==> src/rtl/ps2_kbd_pkg.sv <==
// ps2_kbd_pkg
// Shared definitions for the PS/2 Set-2 keyboard controller:
//   - parser state encoding
//   - prefix, discard and overrun byte values
//   - modifier scancodes and MODS bit positions
//   - key event layout {release, extended, code[7:0]} and a packing helper
package ps2_kbd_pkg;

    typedef enum logic [2:0] {
        ST_IDLE  = 3'd0,
        ST_E0    = 3'd1,
        ST_F0    = 3'd2,
        ST_E0F0  = 3'd3,
        ST_PAUSE = 3'd4
    } parse_state_e;

    // Prefix bytes
    localparam logic [7:0] PFX_E0 = 8'hE0;
    localparam logic [7:0] PFX_F0 = 8'hF0;
    localparam logic [7:0] PFX_E1 = 8'hE1;

    // Keyboard replies that carry no key information
    localparam logic [7:0] CODE_ACK    = 8'hFA;
    localparam logic [7:0] CODE_BAT_OK = 8'hAA;
    localparam logic [7:0] CODE_ECHO   = 8'hEE;
    localparam logic [7:0] CODE_RESEND = 8'hFE;

    // Keyboard-side buffer overrun markers
    localparam logic [7:0] CODE_OVR_00 = 8'h00;
    localparam logic [7:0] CODE_OVR_FF = 8'hFF;

    // Bytes to skip after E1 before the pause key event is emitted
    localparam logic [2:0] PAUSE_SKIP = 3'd7;

    // Modifier scancodes (rctrl/ralt are the E0-prefixed forms of ctrl/alt)
    localparam logic [7:0] SC_LSHIFT = 8'h12;
    localparam logic [7:0] SC_RSHIFT = 8'h59;
    localparam logic [7:0] SC_CTRL   = 8'h14;
    localparam logic [7:0] SC_ALT    = 8'h11;

    // MODS bit positions: {ralt, lalt, rctrl, lctrl, rshift, lshift}
    localparam int MOD_W      = 6;
    localparam int MOD_LSHIFT = 0;
    localparam int MOD_RSHIFT = 1;
    localparam int MOD_LCTRL  = 2;
    localparam int MOD_RCTRL  = 3;
    localparam int MOD_LALT   = 4;
    localparam int MOD_RALT   = 5;

    // Event layout
    localparam int EVT_W        = 10;
    localparam int EVT_REL_BIT  = 9;
    localparam int EVT_EXT_BIT  = 8;
    localparam int EVT_CODE_LSB = 0;

    function automatic logic [EVT_W-1:0] make_evt(input logic rel,
                                                  input logic ext,
                                                  input logic [7:0] code);
        return {rel, ext, code};
    endfunction

    function automatic logic is_discard(input logic [7:0] b);
        return (b == CODE_ACK) || (b == CODE_BAT_OK) ||
               (b == CODE_ECHO) || (b == CODE_RESEND);
    endfunction

    function automatic logic is_overrun(input logic [7:0] b);
        return (b == CODE_OVR_00) || (b == CODE_OVR_FF);
    endfunction

endpackage

==> src/rtl/ps2_evt_fifo.sv <==
// ps2_evt_fifo
// Show-ahead synchronous FIFO with a registered head output.
//   clk        system clock
//   rst        synchronous, active-high reset
//   push       write push_data (accepted if not full, or if a pop is accepted
//              in the same cycle)
//   push_data  entry to write
//   pop        remove the head (ignored when empty)
//   head       current head entry, registered; zero when empty
//   empty      no entries stored
//   full       DEPTH entries stored
module ps2_evt_fifo #(
    parameter int DEPTH = 8,
    parameter int WIDTH = 10
) (
    input  logic             clk,
    input  logic             rst,
    input  logic             push,
    input  logic [WIDTH-1:0] push_data,
    input  logic             pop,
    output logic [WIDTH-1:0] head,
    output logic             empty,
    output logic             full
);

    localparam int PW = $clog2(DEPTH);
    localparam int CW = PW + 1;

    logic [WIDTH-1:0] mem_q [DEPTH];
    logic [PW-1:0]    rd_ptr_q, rd_ptr_d;
    logic [PW-1:0]    wr_ptr_q, wr_ptr_d;
    logic [CW-1:0]    count_q, count_d;
    logic [WIDTH-1:0] head_q, head_d;
    logic             pop_ok;
    logic             push_ok;

    assign empty = (count_q == '0);
    assign full  = (count_q == CW'(DEPTH));
    assign head  = head_q;

    // NOTE: every signal assigned in always_comb gets a default up front, so
    // no path leaves it unassigned and no latch is inferred.
    always_comb begin
        pop_ok   = pop & ~empty;
        push_ok  = push & (~full | pop_ok);
        rd_ptr_d = rd_ptr_q + PW'(pop_ok);
        wr_ptr_d = wr_ptr_q + PW'(push_ok);
        count_d  = count_q + CW'(push_ok) - CW'(pop_ok);
        head_d   = mem_q[rd_ptr_d];
        // The slot becoming the head may be the one written this cycle
        // (empty FIFO, or a single entry being popped while pushing).
        if (count_d == '0) begin
            head_d = '0;
        end else if (push_ok && (wr_ptr_q == rd_ptr_d)) begin
            head_d = push_data;
        end
    end

    // NOTE: sequential state uses non-blocking assignments so every flop
    // samples the pre-edge value of every other flop.
    always_ff @(posedge clk) begin
        if (rst) begin
            rd_ptr_q <= '0;
            wr_ptr_q <= '0;
            count_q  <= '0;
            head_q   <= '0;
        end else begin
            rd_ptr_q <= rd_ptr_d;
            wr_ptr_q <= wr_ptr_d;
            count_q  <= count_d;
            head_q   <= head_d;
        end
    end

    // NOTE: the storage array is deliberately not reset; contents are only
    // observable through head_q, which is reset and gated by the count.
    always_ff @(posedge clk) begin
        if (push_ok) begin
            mem_q[wr_ptr_q] <= push_data;
        end
    end

endmodule

==> src/rtl/ps2_keyboard_ctrl.sv <==
// ps2_keyboard_ctrl
// Set-2 scancode parser, modifier tracker and event FIFO between a PS/2
// byte receiver and the CPU/IO bus.
//   CLK        system clock
//   RESET      synchronous, active-high reset
//   RX_DATA    received byte, valid while RX_VALID
//   RX_VALID   one-cycle pulse, byte received with good parity
//   RX_ERROR   one-cycle pulse, parity or stop-bit error
//   EVT_DATA   FIFO head {release, extended, code[7:0]}
//   EVT_VALID  FIFO non-empty
//   EVT_READY  pops the head when EVT_VALID is high
//   MODS       {ralt, lalt, rctrl, lctrl, rshift, lshift}, 1 = held
//   OVERFLOW   sticky, an event was dropped on a full FIFO
//   ERR_COUNT  saturating error count
//   CLEAR      clears OVERFLOW and ERR_COUNT
module ps2_keyboard_ctrl
    import ps2_kbd_pkg::*;
#(
    parameter int FIFO_DEPTH     = 8,
    parameter int TIMEOUT_CYCLES = 50000
) (
    input  logic             CLK,
    input  logic             RESET,
    input  logic [7:0]       RX_DATA,
    input  logic             RX_VALID,
    input  logic             RX_ERROR,
    output logic [EVT_W-1:0] EVT_DATA,
    output logic             EVT_VALID,
    input  logic             EVT_READY,
    output logic [MOD_W-1:0] MODS,
    output logic             OVERFLOW,
    output logic [7:0]       ERR_COUNT,
    input  logic             CLEAR
);

    localparam int             TMO_W    = $clog2(TIMEOUT_CYCLES);
    localparam logic [TMO_W-1:0] TMO_LAST = TMO_W'(TIMEOUT_CYCLES - 1);

    parse_state_e     state_q, state_d;
    logic [2:0]       skip_q, skip_d;
    logic [TMO_W-1:0] tmo_q, tmo_d;
    logic             push_q, push_d;
    logic [EVT_W-1:0] push_data_q, push_data_d;
    logic [MOD_W-1:0] mods_q, mods_d;
    logic             ovf_q, ovf_d;
    logic [7:0]       err_q, err_d;

    logic             err_evt;
    logic             fifo_empty;
    logic             fifo_full;
    logic             evt_rel;
    logic             evt_ext;
    logic [7:0]       evt_code;

    // Parser: folds prefixes into one event; RX_ERROR outranks RX_VALID and
    // RX_VALID outranks timeout expiry.
    always_comb begin
        state_d     = state_q;
        skip_d      = skip_q;
        tmo_d       = tmo_q;
        push_d      = 1'b0;
        push_data_d = '0;
        err_evt     = 1'b0;

        if (RX_ERROR) begin
            state_d = ST_IDLE;
            skip_d  = '0;
            tmo_d   = '0;
            err_evt = 1'b1;
        end else if (RX_VALID) begin
            tmo_d = '0;
            unique case (state_q)
                ST_IDLE: begin
                    if (RX_DATA == PFX_E0) begin
                        state_d = ST_E0;
                    end else if (RX_DATA == PFX_F0) begin
                        state_d = ST_F0;
                    end else if (RX_DATA == PFX_E1) begin
                        state_d = ST_PAUSE;
                        skip_d  = PAUSE_SKIP;
                    end else if (is_overrun(RX_DATA)) begin
                        err_evt = 1'b1;
                    end else if (!is_discard(RX_DATA)) begin
                        push_d      = 1'b1;
                        push_data_d = make_evt(1'b0, 1'b0, RX_DATA);
                    end
                end
                ST_E0: begin
                    if (RX_DATA == PFX_F0) begin
                        state_d = ST_E0F0;
                    end else begin
                        state_d     = ST_IDLE;
                        push_d      = 1'b1;
                        push_data_d = make_evt(1'b0, 1'b1, RX_DATA);
                    end
                end
                ST_F0: begin
                    state_d     = ST_IDLE;
                    push_d      = 1'b1;
                    push_data_d = make_evt(1'b1, 1'b0, RX_DATA);
                end
                ST_E0F0: begin
                    state_d     = ST_IDLE;
                    push_d      = 1'b1;
                    push_data_d = make_evt(1'b1, 1'b1, RX_DATA);
                end
                ST_PAUSE: begin
                    // Pause sends a fixed tail; only its length matters.
                    skip_d = skip_q - 3'd1;
                    if (skip_q == 3'd1) begin
                        state_d     = ST_IDLE;
                        push_d      = 1'b1;
                        push_data_d = make_evt(1'b0, 1'b1, PFX_E1);
                    end
                end
                default: state_d = ST_IDLE;
            endcase
        end else if (state_q != ST_IDLE) begin
            if (tmo_q == TMO_LAST) begin
                state_d = ST_IDLE;
                skip_d  = '0;
                tmo_d   = '0;
                err_evt = 1'b1;
            end else begin
                tmo_d = tmo_q + TMO_W'(1);
            end
        end else begin
            tmo_d = '0;
        end
    end

    // Modifiers follow the event being pushed this cycle, accepted or not.
    assign evt_rel  = push_data_q[EVT_REL_BIT];
    assign evt_ext  = push_data_q[EVT_EXT_BIT];
    assign evt_code = push_data_q[EVT_CODE_LSB +: 8];

    always_comb begin
        mods_d = mods_q;
        if (push_q) begin
            if (!evt_ext && evt_code == SC_LSHIFT) mods_d[MOD_LSHIFT] = ~evt_rel;
            if (!evt_ext && evt_code == SC_RSHIFT) mods_d[MOD_RSHIFT] = ~evt_rel;
            if (!evt_ext && evt_code == SC_CTRL)   mods_d[MOD_LCTRL]  = ~evt_rel;
            if ( evt_ext && evt_code == SC_CTRL)   mods_d[MOD_RCTRL]  = ~evt_rel;
            if (!evt_ext && evt_code == SC_ALT)    mods_d[MOD_LALT]   = ~evt_rel;
            if ( evt_ext && evt_code == SC_ALT)    mods_d[MOD_RALT]   = ~evt_rel;
        end

        // A full FIFO is never empty, so EVT_READY alone means a pop.
        ovf_d = CLEAR ? 1'b0 : (ovf_q | (push_q & fifo_full & ~EVT_READY));

        err_d = err_q;
        if (CLEAR) begin
            err_d = '0;
        end else if (err_evt && err_q != 8'hFF) begin
            err_d = err_q + 8'd1;
        end
    end

    always_ff @(posedge CLK) begin
        if (RESET) begin
            state_q     <= ST_IDLE;
            skip_q      <= '0;
            tmo_q       <= '0;
            push_q      <= 1'b0;
            push_data_q <= '0;
            mods_q      <= '0;
            ovf_q       <= 1'b0;
            err_q       <= '0;
        end else begin
            state_q     <= state_d;
            skip_q      <= skip_d;
            tmo_q       <= tmo_d;
            push_q      <= push_d;
            push_data_q <= push_data_d;
            mods_q      <= mods_d;
            ovf_q       <= ovf_d;
            err_q       <= err_d;
        end
    end

    ps2_evt_fifo #(
        .DEPTH (FIFO_DEPTH),
        .WIDTH (EVT_W)
    ) u_fifo (
        .clk       (CLK),
        .rst       (RESET),
        .push      (push_q),
        .push_data (push_data_q),
        .pop       (EVT_READY),
        .head      (EVT_DATA),
        .empty     (fifo_empty),
        .full      (fifo_full)
    );

    assign EVT_VALID = ~fifo_empty;
    assign MODS      = mods_q;
    assign OVERFLOW  = ovf_q;
    assign ERR_COUNT = err_q;

endmodule
==> config.mk <==
export PLATFORM = sky130hd
export DESIGN_NAME = ps2_keyboard_ctrl
export DESIGN_NICKNAME = d
export VERILOG_FILES = /design/src/rtl/ps2_kbd_pkg.sv /design/src/rtl/ps2_evt_fifo.sv /design/src/rtl/ps2_keyboard_ctrl.sv
export SDC_FILE = /design/constraint.sdc
export NUM_CORES = 1
export LEC_CHECK = 0
export CORE_MARGIN = 8
export CORE_UTILIZATION = 49
export DETAILED_ROUTE_END_ITERATION = 8
export GPL_TIMING_DRIVEN = 0
export MAX_ROUTING_LAYER = met4
export PLACE_DENSITY = 0.68
export SLEW_MARGIN = 20
export SYNTH_ARGS = -nofsm -noshare
export SYNTH_HDL_FRONTEND = slang
export SYNTH_SLANG_ARGS = --single-unit
export TNS_END_PERCENT = 30
==> constraint.sdc <==
create_clock -name CLK -period 3.6 [get_ports CLK]
set_input_delay 0.54 -clock CLK [delete_from_list [all_inputs] [get_ports CLK]]
set_output_delay 0.54 -clock CLK [all_outputs]
set_load 0.005 [all_outputs]
# == After elaboration in Yosys (flattened, before gate mapping) ==
# Memory sizes are Yosys's and may differ from the RTL's. A register that Yosys moved wholly into a read port is not among the register bits.
# Cells that the tools add are included.
# op_classes
n_reduce_logical,33
n_mux,41
div_mod_pow,0
n_bitwise,12
shifts,0
n_eq_ne,26
mul,0
order_cmp,0
n_addsub,7
# ops
cell,count
$eq 8x8->1 const B,8
$pmux 10 s5,1
$mux 8,5
$mux 3,11
$eq 8x5->1 const B,3
$mux 1,18
$mux 9,2
$add 16x1->16 const B,1
$eq 16x16->1 const B,1
$ne 3x3->1 const B,4
$reduce_and 2->1,6
$pmux 3 s3,1
$add 8x1->8 const B,1
$eq 8x7->1 const B,1
$logic_not 4->1,2
$logic_not 8->1,1
$ne 8x8->1 const B,1
$reduce_or 2->1,4
$logic_and 1x1->1,7
$add 3x1->3,2
$eq 3x1->1 const B,2
$eq 3x2->1 const B,2
$not 1->1,6
$pmux 3 s2,1
other kinds (20),28
# word_totals
n_memories,1
out_inout_bits,26
wordCells,136
ramBits,80
in_bits,14
rom_bits,0
regBits,58
latchBits,0
# memory_table
memory,depth,word_bits,read_ports,rd_ports_with_merged_regs,wr,line,source
u_fifo.mem_q,8,10,1,1,1,ps2_evt_fifo.sv:29,logic [WIDTH-1:0] mem_q [DEPTH];

# == Longest topological paths before layout ==
# Gate-level depths: netlist of run 1.
# depth
ltp_word,10
depth_mapped,14
mapped_depth_nobuf,14

# == Cells and area by module ==
# A second synthesis of run 1 with hierarchy kept.
# unflattened
hier_cells,486
area_unflattened_um2,6302.3
# by_module_without_submodules
module,cells_per_inst,n_inst,area_per_inst_um2
ps2_evt_fifo,217,1,4025.1
ps2_keyboard_ctrl,269,1,2277.2

# == Least setup slack after synthesis of run 1 ==
# OpenSTA, ideal clock, no wires.
# synth_path
path_type,register to register
startpoint,register u_fifo.count_q[2]
endpoint,register u_fifo.head_q[0] (netlist: u_fifo.head[0]) (read register of u_fifo.mem_q)
stages_incl_launch_ff,14
arrival_time_ns,2.802
path_slack_ns,0.642
n_path_buf,0
setup_ns,0.156
required_time_ns,3.444
cell_sequence,dfxtp_1 -> inv_1 -> ha_1 -> or3b_2 -> nand2_1 -> inv_1 -> ha_1 -> inv_1 -> ha_1 -> inv_1 -> fa_1 -> nor2_1 -> nor4_2 -> a211oi_1
# synth_via
elab_chain_len,9
elab_cells_between_ends,12
classes_between,3 x add/sub; 1 x eq/ne; 5 x bitwise; 3 x reduce/logical
# synth_lines
item,line,source
start: declaration,ps2_evt_fifo.sv:32,"logic [CW-1:0] count_q, count_d;"
start signal: assignment,ps2_evt_fifo.sv:70,count_q <= count_d;
$logic_not 4->1 *,ps2_evt_fifo.sv:37,assign empty = (count_q == '0);
$not 1->1 *,-,
named net EVT_VALID,ps2_keyboard_ctrl.sv:28,"output logic EVT_VALID,"
$and 1x1->1 *,ps2_evt_fifo.sv:44,pop_ok = pop & ~empty;
$or 1x1->1,ps2_evt_fifo.sv:45,push_ok = push & (~full | pop_ok);
$and 1x1->1,ps2_evt_fifo.sv:45,
$add 4x1->4,ps2_evt_fifo.sv:48,count_d = count_q + CW'(push_ok) - CW'(pop_ok);
$sub 4x1->4,ps2_evt_fifo.sv:48,
$logic_not 4->1,ps2_evt_fifo.sv:52,if (count_d == '0) begin
$reduce_or 2->1 (no line),-,
end: declaration,ps2_evt_fifo.sv:33,"logic [WIDTH-1:0] head_q, head_d;"
# Mark *: on every way through the listed nets, which the timed path passes. The rest lies on a longest branch.
# A chain may end at the register's enable or synchronous reset.

# == Worst setup path in the final report of run 1 ==
# layout_path
startpoint,register u_fifo.count_q[2]
endpoint,register u_fifo.head_q[1] (netlist: u_fifo.head[1]) (read register of u_fifo.mem_q)
# layout_via
elab_chain_len,9
elab_cells_between_ends,12
classes_between,3 x add/sub; 1 x eq/ne; 5 x bitwise; 3 x reduce/logical
# layout_lines
item,line
$logic_not 4->1,ps2_evt_fifo.sv:37
$not 1->1,ps2_evt_fifo.sv:44
$and 1x1->1,ps2_evt_fifo.sv:44
$or 1x1->1,ps2_evt_fifo.sv:45
$and 1x1->1,ps2_evt_fifo.sv:45
$add 4x1->4,ps2_evt_fifo.sv:48
$sub 4x1->4,ps2_evt_fifo.sv:48
$logic_not 4->1,ps2_evt_fifo.sv:52
$reduce_or 2->1 (no line),-
# Several ways; a longest one is shown, not always the timed one.

==> tab_implementation.tex, run 1 <==
\begin{tabular}{lr}
\hline
Metric & Value \\
\hline
\multicolumn{2}{l}{\textbf{Status}} \\
Result of the run & finished, final reports clean \\
\multicolumn{2}{l}{\textbf{Route}} \\
Highest Signal Layer & met4 \\
Drt wl/cell & roughly 17 um \\
Sum of routed wire length over all layers & 12.3 mm \\
Via count & approximately 4000 \\
Wire length the detailed router placed on met1 & about 5.6 mm \\
Pre-antenna DRT Iters & 4 \\
DRC violations left & 0 \\
Iteration-0 DRC count of the detailed router & 247 \\
Via count normalized by instance count & around 5.4 \\
Detailed route wirelength on metal2 & just under 6 mm \\
Met3 routed wirelength & about 690 um \\
Post-detailed-route count of antenna-violating nets & 0 \\
\multicolumn{2}{l}{\textbf{STA}} \\
Number of pins with negative max-slew slack in the final report & 0 \\
Final-report hold violation count & 0 \\
Final worst setup slack & between 0.4 and 0.5 ns \\
Worst relative slew slack & a little over a quarter \\
\# setup viols final & 0 \\
Min Clock Period, post-route & around 3.2 ns \\
Actual transition at the worst max-transition pin & approximately 1.1 ns \\
Unrepaired setup endpoints after global routing & false \\
Final Skew & $\sim$0.0095 ns \\
Fin crit share & between 80\% and 90\% \\
Final hold slack & 0.452 ns \\
Top achievable clock speed & approximately 0.31 GHz \\
\multicolumn{2}{l}{\textbf{Synthesis}} \\
Total nets after synthesis & slightly above 500 \\
Synth Register Bits & 148 \\
Yosys warnings & 0 \\
Synth top area cells & sky130\_fd\_sc\_hd\_\_edfxtp\_1 39\%, sky130\_fd\_sc\_hd\_\_dfxtp\_1 22\%, sky130\_fd\_sc\_hd\_\_mux4\_2 7.2\% \\
Sequential element share of the synthesized area & about three fifths \\
Mapped Cells & 485 \\
Post-synthesis cell area & 6240 um2 \\
Number of enable flip-flop cells after synthesis & 80 \\
Post-Syn Area per Cell & $\sim$13 um2 \\
Distinct cells, synth & 59 \\
Cell type with the highest aggregate area in the netlist & sky130\_fd\_sc\_hd\_\_edfxtp\_1 \\
Leading register cell type out of synthesis & sky130\_fd\_sc\_hd\_\_edfxtp\_1 \\
Proportion of register bits with asynchronous set or reset after synthesis & 0\% \\
Share of the synthesized area in the top cell type & about two fifths \\
\multicolumn{2}{l}{\textbf{Finish}} \\
Final design utilization & between 50\% and 60\% \\
Synth-to-layout area growth & 19.1\% \\
Leading cell type in the layout, fill and taps excluded & sky130\_fd\_sc\_hd\_\_edfxtp\_1 \\
Number of nets in the finished design & 572 \\
Share of cells above drive strength 1 & between 10 and 15\% \\
Top library cells by usage in the layout, fill and taps aside & 80 x sky130\_fd\_sc\_hd\_\_edfxtp\_1, 68 x sky130\_fd\_sc\_hd\_\_dfxtp\_1, 64 x sky130\_fd\_sc\_hd\_\_nor2\_1 \\
Antenna Cells & 0 \\
\multicolumn{2}{l}{\textbf{Clock network}} \\
Maximum buffer depth of the clock tree & 2 \\
TritonCTS clock tree & yes \\
Number of levels in the clock H-tree & 4 \\
Post\_cts resized & 0 \\
Number of hold buffers added after cts & 0 \\
Insertion delay to the later sink of the worst-skew pair & 0.43 ns \\
TritonCTS Sinks & about 150 \\
Post-CTS Setup Bufs & 0 \\
Number of buffers added by the clock tree synthesis step & 17 \\
Clock root cell & sky130\_fd\_sc\_hd\_\_clkbuf\_16 \\
Clock slew at the register clock pins of the worst setup and hold paths & about 0.060 ns \\
\multicolumn{2}{l}{\textbf{Setup path}} \\
Slowest cell delay on critical path & between 0.6 and 0.7 ns \\
Critical path fanouts, max & 10 \\
Crit path required time & between 3 and 4 ns \\
Slowest cell on crit path & sky130\_fd\_sc\_hd\_\_nor4\_4 \\
Top Family by Delay on Critical Path & simple AND/OR/NAND/NOR gates \\
Data arrival at the endpoint of the critical path & 3.46 ns \\
Sum of buffers and inverters on the critical path & 2 \\
Worst setup SP type & flop \\
Kind of capture point of the worst setup path & flop \\
Setup CP Type & flop to flop \\
Ordered cell list for the critical path & inv\_1, ha\_1, or3b\_2, nand2\_1, a21boi\_0, ha\_1, inv\_1, fa\_1, nor2\_1, nor4\_4, a211oi\_1 \\
\multicolumn{2}{l}{\textbf{Floorplanning}} \\
CORE AREA & around 13000 um2 \\
Die Y-Extent & 129 um \\
Starting density of the core & 49.9\% \\
Cell row count & 41 \\
Total die area & roughly 17000 um2 \\
Top-level I/O count & 40 \\
Horizontal die dimension & 129 um \\
\multicolumn{2}{l}{\textbf{Global routing}} \\
Via count of the first global-routing pass & approximately 4000 \\
Overall Global Routing Usage & between 10\% and 20\% \\
Global route overflow & 0 \\
Pin count of the biggest net entering global routing & 17 \\
Number of antenna violations at the first check in global routing & 0 \\
Wire length of the first global-routing pass & roughly 20 mm \\
\multicolumn{2}{l}{\textbf{Power and ir drop}} \\
Switching share of power & between 20\% and 30\% \\
Part of the power in registers & 39.5\% \\
Proportion of power drawn by the clock network & between 30\% and 40\% \\
Largest vdd supply drop & roughly 290 uV \\
Pwr/cell area & about 650 nW/um2 \\
Total internal power & between 3 and 4 mW \\
Net Switching & around 1.4 mW \\
Total leakage power & 2.53 nW \\
Portion of total power attributed to combinational logic & about a quarter \\
Total power consumption of the routed design & a little under 5 mW \\
\multicolumn{2}{l}{\textbf{Placed design}} \\
Pre-CTS setup slack & -0.183 ns \\
Routability-driven placement congestion ratio & 0.913 \\
Detailed Place HPWL & approximately 8.6 mm \\
Port Buffer Count & 37 \\
\multicolumn{2}{l}{\textbf{Flow run}} \\
Number of max-cap violations & 0 \\
\multicolumn{2}{l}{\textbf{Worst hold path}} \\
Min-Delay Path Class & flop to flop \\
\hline
\end{tabular}
-- path summary, 6_finish.rpt --
check,from,end,slack [ns],cells after the start
worst min-delay path,skip_q[1],skip_q[1],0.45,1
worst max-delay path,u_fifo.count_q[2],u_fifo.head[1],0.41,11
worst min register to register,skip_q[1],skip_q[1],0.45,1
worst max register to register,u_fifo.count_q[2],u_fifo.head[1],0.41,11
-- power groups by stage --
stage / Sequential [mW] / Combinational [mW] / Clock [mW]
floorplan: 1.95 / 0.870 / 0
global placement: 1.95 / 1.22 / 0
detailed placement: 1.95 / 1.23 / 0
CTS: 1.92 / 1.24 / 1.72
global route: 1.92 / 1.37 / 1.79
finish: 1.92 / 1.25 / 1.69
-- through the flow --
step                instances  TNS (ns)  area, um2
floorplan                 485         0       6240
global placement          694     -1.85       6830
detailed placement        696     -1.75       6850
CTS                       728         0       7420
global route              728         0       7430
finish                    728         0       7430
-- final cells by class --
class,instances,area [um2]
flip-flops and latches,148,3760
multi-input cells,300,2350
fillers,1050,5080
repair buffers,39,385
well taps,172,215
inverters,20,75.1
clock inverters,15,146
plain buffers,17,76.3
clock buffers,17,425
-- cells by family (layout without fill, tap and decap cells) --
group / Yosys count / count (layout) / share of synthesized area, %
mux: 32 / 32 / 9.14
compound gates: 61 / 61 / 7.36
buf+inv: 37 / 108 / 2.43
xor+xnor: 24 / 24 / 3.37
simple gates: 168 / 168 / 14.3
fa+ha+maj: 15 / 15 / 3.13
flops: 148 / 148 / 60.3
-- per-layer routing --
layer	GRT usage (%)	vias up
met5	-	-
met4	5.46	0
li1	-	1917
met3	5.09	14
met1	19.7	1907
met2	24.8	117
-- synth_stat cells, types with 4 or more instances --
| master | number |
|---|---|
| sky130_fd_sc_hd__edfxtp_1 | 80 |
| sky130_fd_sc_hd__dfxtp_1 | 68 |
| sky130_fd_sc_hd__nor2_1 | 65 |
| sky130_fd_sc_hd__inv_1 | 20 |
| sky130_fd_sc_hd__mux4_2 | 20 |
| sky130_fd_sc_hd__nand2_1 | 16 |
| sky130_fd_sc_hd__a211oi_1 | 15 |
| sky130_fd_sc_hd__ha_1 | 14 |
| sky130_fd_sc_hd__xnor2_1 | 14 |
| sky130_fd_sc_hd__a21oi_1 | 13 |
| sky130_fd_sc_hd__nand3_1 | 13 |
| sky130_fd_sc_hd__mux2i_1 | 12 |
| sky130_fd_sc_hd__nor3_1 | 12 |
| sky130_fd_sc_hd__and3_1 | 11 |
| sky130_fd_sc_hd__clkbuf_1 | 10 |
| sky130_fd_sc_hd__nand4_1 | 10 |
| sky130_fd_sc_hd__nor2b_1 | 10 |
| sky130_fd_sc_hd__xor2_1 | 10 |
| sky130_fd_sc_hd__a21o_1 | 6 |
| sky130_fd_sc_hd__a31oi_1 | 6 |
| sky130_fd_sc_hd__and2_1 | 5 |
| sky130_fd_sc_hd__buf_2 | 4 |
-- sequential cells by signal, summed over array words and instances, names as in the netlist, 3 cells and up --
signal,cells
ERR_COUNT,8
MODS,6
push_data_q,10
skip_q,3
state_q,3
tmo_q,16
u_fifo.count_q,4
u_fifo.head,10
u_fifo.mem_q,80
u_fifo.rd_ptr_q,3
u_fifo.wr_ptr_q,3
Note: power is estimated with default switching activity, not from simulation.
==> run 2: changes to the inputs <==
Settings changed: GPL_TIMING_DRIVEN 0 to 1.
==> tab_implementation.tex, run 2 (synthesis gave the netlist of run 1 again) <==
\begin{tabular}{lr}
\hline
Metric & Value \\
\hline
\multicolumn{2}{l}{\textbf{Status}} \\
Result of the run & finished, final reports clean \\
\multicolumn{2}{l}{\textbf{Floorplanning}} \\
Starting density of the core & 49.9\% (unchanged) \\
Top-level I/O count & 40 (unchanged) \\
Horizontal die dimension & 129 um (unchanged) \\
CORE AREA & 12500 um2 (unchanged) \\
Total die area & 16600 um2 (unchanged) \\
Die Y-Extent & 129 um (unchanged) \\
Cell row count & 41 (unchanged) \\
\multicolumn{2}{l}{\textbf{Clock network}} \\
Number of levels in the clock H-tree & 4 (unchanged) \\
Post\_cts resized & 0 (unchanged) \\
TritonCTS clock tree & yes \\
Post-CTS Setup Bufs & 0 (unchanged) \\
TritonCTS Sinks & 148 (unchanged) \\
Number of hold buffers added after cts & 0 (unchanged) \\
Maximum buffer depth of the clock tree & 2 (unchanged) \\
Clock slew at the register clock pins of the worst setup and hold paths & 0.06 ns (about the same) \\
Insertion delay to the later sink of the worst-skew pair & 0.41 ns (-0.02 ns) \\
Clock root cell & sky130\_fd\_sc\_hd\_\_clkbuf\_16 \\
Number of buffers added by the clock tree synthesis step & 17 (unchanged) \\
\multicolumn{2}{l}{\textbf{Setup path}} \\
Ordered cell list for the critical path & inv\_1, ha\_1, or3b\_2, nand2\_1, inv\_1, ha\_1, inv\_1, ha\_1, inv\_1, fa\_1, nor2\_1, nor4\_2, buf\_4, a211oi\_1 \\
Crit path required time & 3.88 ns (about the same) \\
Slowest cell delay on critical path & 0.47 ns (-0.22 ns) \\
Data arrival at the endpoint of the critical path & 3.23 ns (-0.23 ns) \\
Worst setup SP type & flop \\
Setup CP Type & flop to flop \\
Cell seen most often among critical-path stages & sky130\_fd\_sc\_hd\_\_inv\_1 \\
Slowest cell on crit path & sky130\_fd\_sc\_hd\_\_or3b\_2 \\
Critical path fanouts, max & 10 (unchanged) \\
Kind of capture point of the worst setup path & flop \\
\multicolumn{2}{l}{\textbf{Finish}} \\
Register bank with the most flops & u\_fifo.mem\_q \\
Number of nets in the finished design & 569 (-0.52\%) \\
Leading cell type in the layout, fill and taps excluded & sky130\_fd\_sc\_hd\_\_edfxtp\_1 \\
Synth-to-layout area growth & 19.8\% \\
Share of cells above drive strength 1 & 14.6\% (+0.62 points) \\
Filler cell count in the final layout & 1022 (-2.7\%) \\
Antenna Cells & 0 (unchanged) \\
Flip-flop count of the largest register, all copies and words added & 80 (unchanged) \\
Registers with the highest flip-flop counts & u\_fifo.mem\_q (80), tmo\_q (16) \\
Top library cells by usage in the layout, fill and taps aside & 80 x sky130\_fd\_sc\_hd\_\_edfxtp\_1, 68 x sky130\_fd\_sc\_hd\_\_dfxtp\_1, 65 x sky130\_fd\_sc\_hd\_\_nor2\_1 \\
\multicolumn{2}{l}{\textbf{STA}} \\
Worst relative slew slack & 58.0\% (+31 points) \\
Fin crit share & 81.9\% (-6.8 points) \\
\# setup viols final & 0 (unchanged) \\
Actual transition at the worst max-transition pin & 0.628 ns (-0.461 ns) \\
Unrepaired setup endpoints after global routing & false \\
Number of pins with negative max-slew slack in the final report & 0 (unchanged) \\
Final hold slack & 0.450 ns (-0.00192 ns) \\
Setup total negative slack & 0 ns (unchanged) \\
Final Skew & 0.0125 ns (+0.00297 ns) \\
Top achievable clock speed & 0.339 GHz (+8.3\%) \\
Final-report hold violation count & 0 (unchanged) \\
Min Clock Period, post-route & 2.95 ns (-0.246 ns) \\
\multicolumn{2}{l}{\textbf{Power and ir drop}} \\
Part of the power in registers & 39.3\% (-0.2 points) \\
Net Switching & 1.26 mW (-7.4\%) \\
Total internal power & 3.63 mW (+4.0\%) \\
Proportion of power drawn by the clock network & 35.9\% (+1.1 points) \\
Total power consumption of the routed design & 4.89 mW (+0.80\%) \\
Total leakage power & 2.58 nW (+2.1\%) \\
Largest vdd supply drop & 333 uV (+14\%) \\
Pwr/cell area & 654 nW/um2 (+0.26\%) \\
Switching share of power & 25.7\% (-2.3 points) \\
Portion of total power attributed to combinational logic & 24.8\% (-0.9 points) \\
\multicolumn{2}{l}{\textbf{Global routing}} \\
Via count of the first global-routing pass & 3951 (+0.43\%) \\
Pin count of the biggest net entering global routing & 23 (+6) \\
Overall Global Routing Usage & 16.2\% (+0.12 points) \\
Number of antenna violations at the first check in global routing & 0 (unchanged) \\
Wire length of the first global-routing pass & 20.0 mm (+1.1\%) \\
Global route overflow & 0 (unchanged) \\
\multicolumn{2}{l}{\textbf{Placed design}} \\
Port Buffer Count & 39 (+5.4\%) \\
Routability-driven placement congestion ratio & 0.938 (+2.7\%) \\
Detailed Place HPWL & 8.10 mm (-5.8\%) \\
\multicolumn{2}{l}{\textbf{Route}} \\
Via count normalized by instance count & 5.43 (about the same) \\
DRC violations left & 0 (unchanged) \\
Drt wl/cell & 17.0 um (+0.44\%) \\
Sum of routed wire length over all layers & 12.3 mm (about the same) \\
Pre-antenna DRT Iters & 5 (+1) \\
Post-detailed-route count of antenna-violating nets & 0 (unchanged) \\
Via count & 3936 (-0.48\%) \\
Iteration-0 DRC count of the detailed router & 209 (-15\%) \\
\multicolumn{2}{l}{\textbf{Flow run}} \\
Number of max-cap violations & 0 (unchanged) \\
\multicolumn{2}{l}{\textbf{Worst hold path}} \\
Min-Delay Path Class & flop to flop \\
\hline
\end{tabular}
==> run 2: cell count changes in the layout (fill, tap and decap cells not counted), sizes merged <==
| cell | delta |
|---|---|
| buf | +5 |
| clkdlybuf4s50 | +2 |
| clkbuf | -9 |
| bufinv | +2 |
| clkinv | +6 |
| inv | -6 |
| clkinvlp | -3 |
==> run 2: cell type report <==
class                           instances  area, um2  area share (%)
Clock inverter                         14        160            2.14
Multi-Input combinational cell        300       2320            31.1
Clock buffer                           18        439            5.88
Tap cell                              172        215            2.88
Inverter                               20       75.1            1.00
Timing Repair Buffer                   53        495            6.63
Sequential cell                       148       3760            50.4
==> run 2: final timing paths <==
check                         start             end  slack [ns]  cells after the start
hold reg to reg           skip_q[1]       skip_q[1]        0.45                      1
setup / recovery  u_fifo.count_q[2]  u_fifo.head[9]        0.65                     14
setup reg to reg  u_fifo.count_q[2]  u_fifo.head[9]        0.65                     14
hold / removal            skip_q[1]       skip_q[1]        0.45                      1
==> run 2: power by group through the flow <==
stage,logic [mW],registers (mW),clock network (mW)
CTS,1.24,1.92,1.78
floorplan,0.870,1.95,0
detailed placement,1.23,1.96,0
global route,1.34,1.93,1.86
finish,1.21,1.92,1.76
global placement,1.21,1.96,0
==> run 2: per-stage QoR <==
step | setup WS (ns) | utilization, % | std cells | area (um2)
after global placement | 0.522 | 54.9 | 693 | 6870
after floorplan | 0.642 | - | 485 | 6240
final | 0.651 | 59.7 | 725 | 7470
after global routing | 0.427 | 59.7 | 725 | 7470
after CTS | 0.635 | 59.7 | 725 | 7470
after detailed placement | 0.431 | 54.9 | 693 | 6870
==> run 2: critical path, delay by kind of cell (launching register included) <==
family / cells / cell delay [ns]
adder cells (fa/ha/maj): 4 / 1.04
flip-flops: 1 / 0.30
AO/OA/AOI/OAI: 1 / 0.06
buffers and inverters: 5 / 0.52
AND/OR/NAND/NOR: 4 / 0.90
==> run 2: metal layers <==
metal / vias to the layer above / global-route usage, % / share of wire, %
met5: - / - / 0
met4: 0 / 5.60 / 1.2
met3: 15 / 4.80 / 5.0
met2: 108 / 26.0 / 49
met1: 1900 / 19.2 / 45
li1: 1913 / - / -
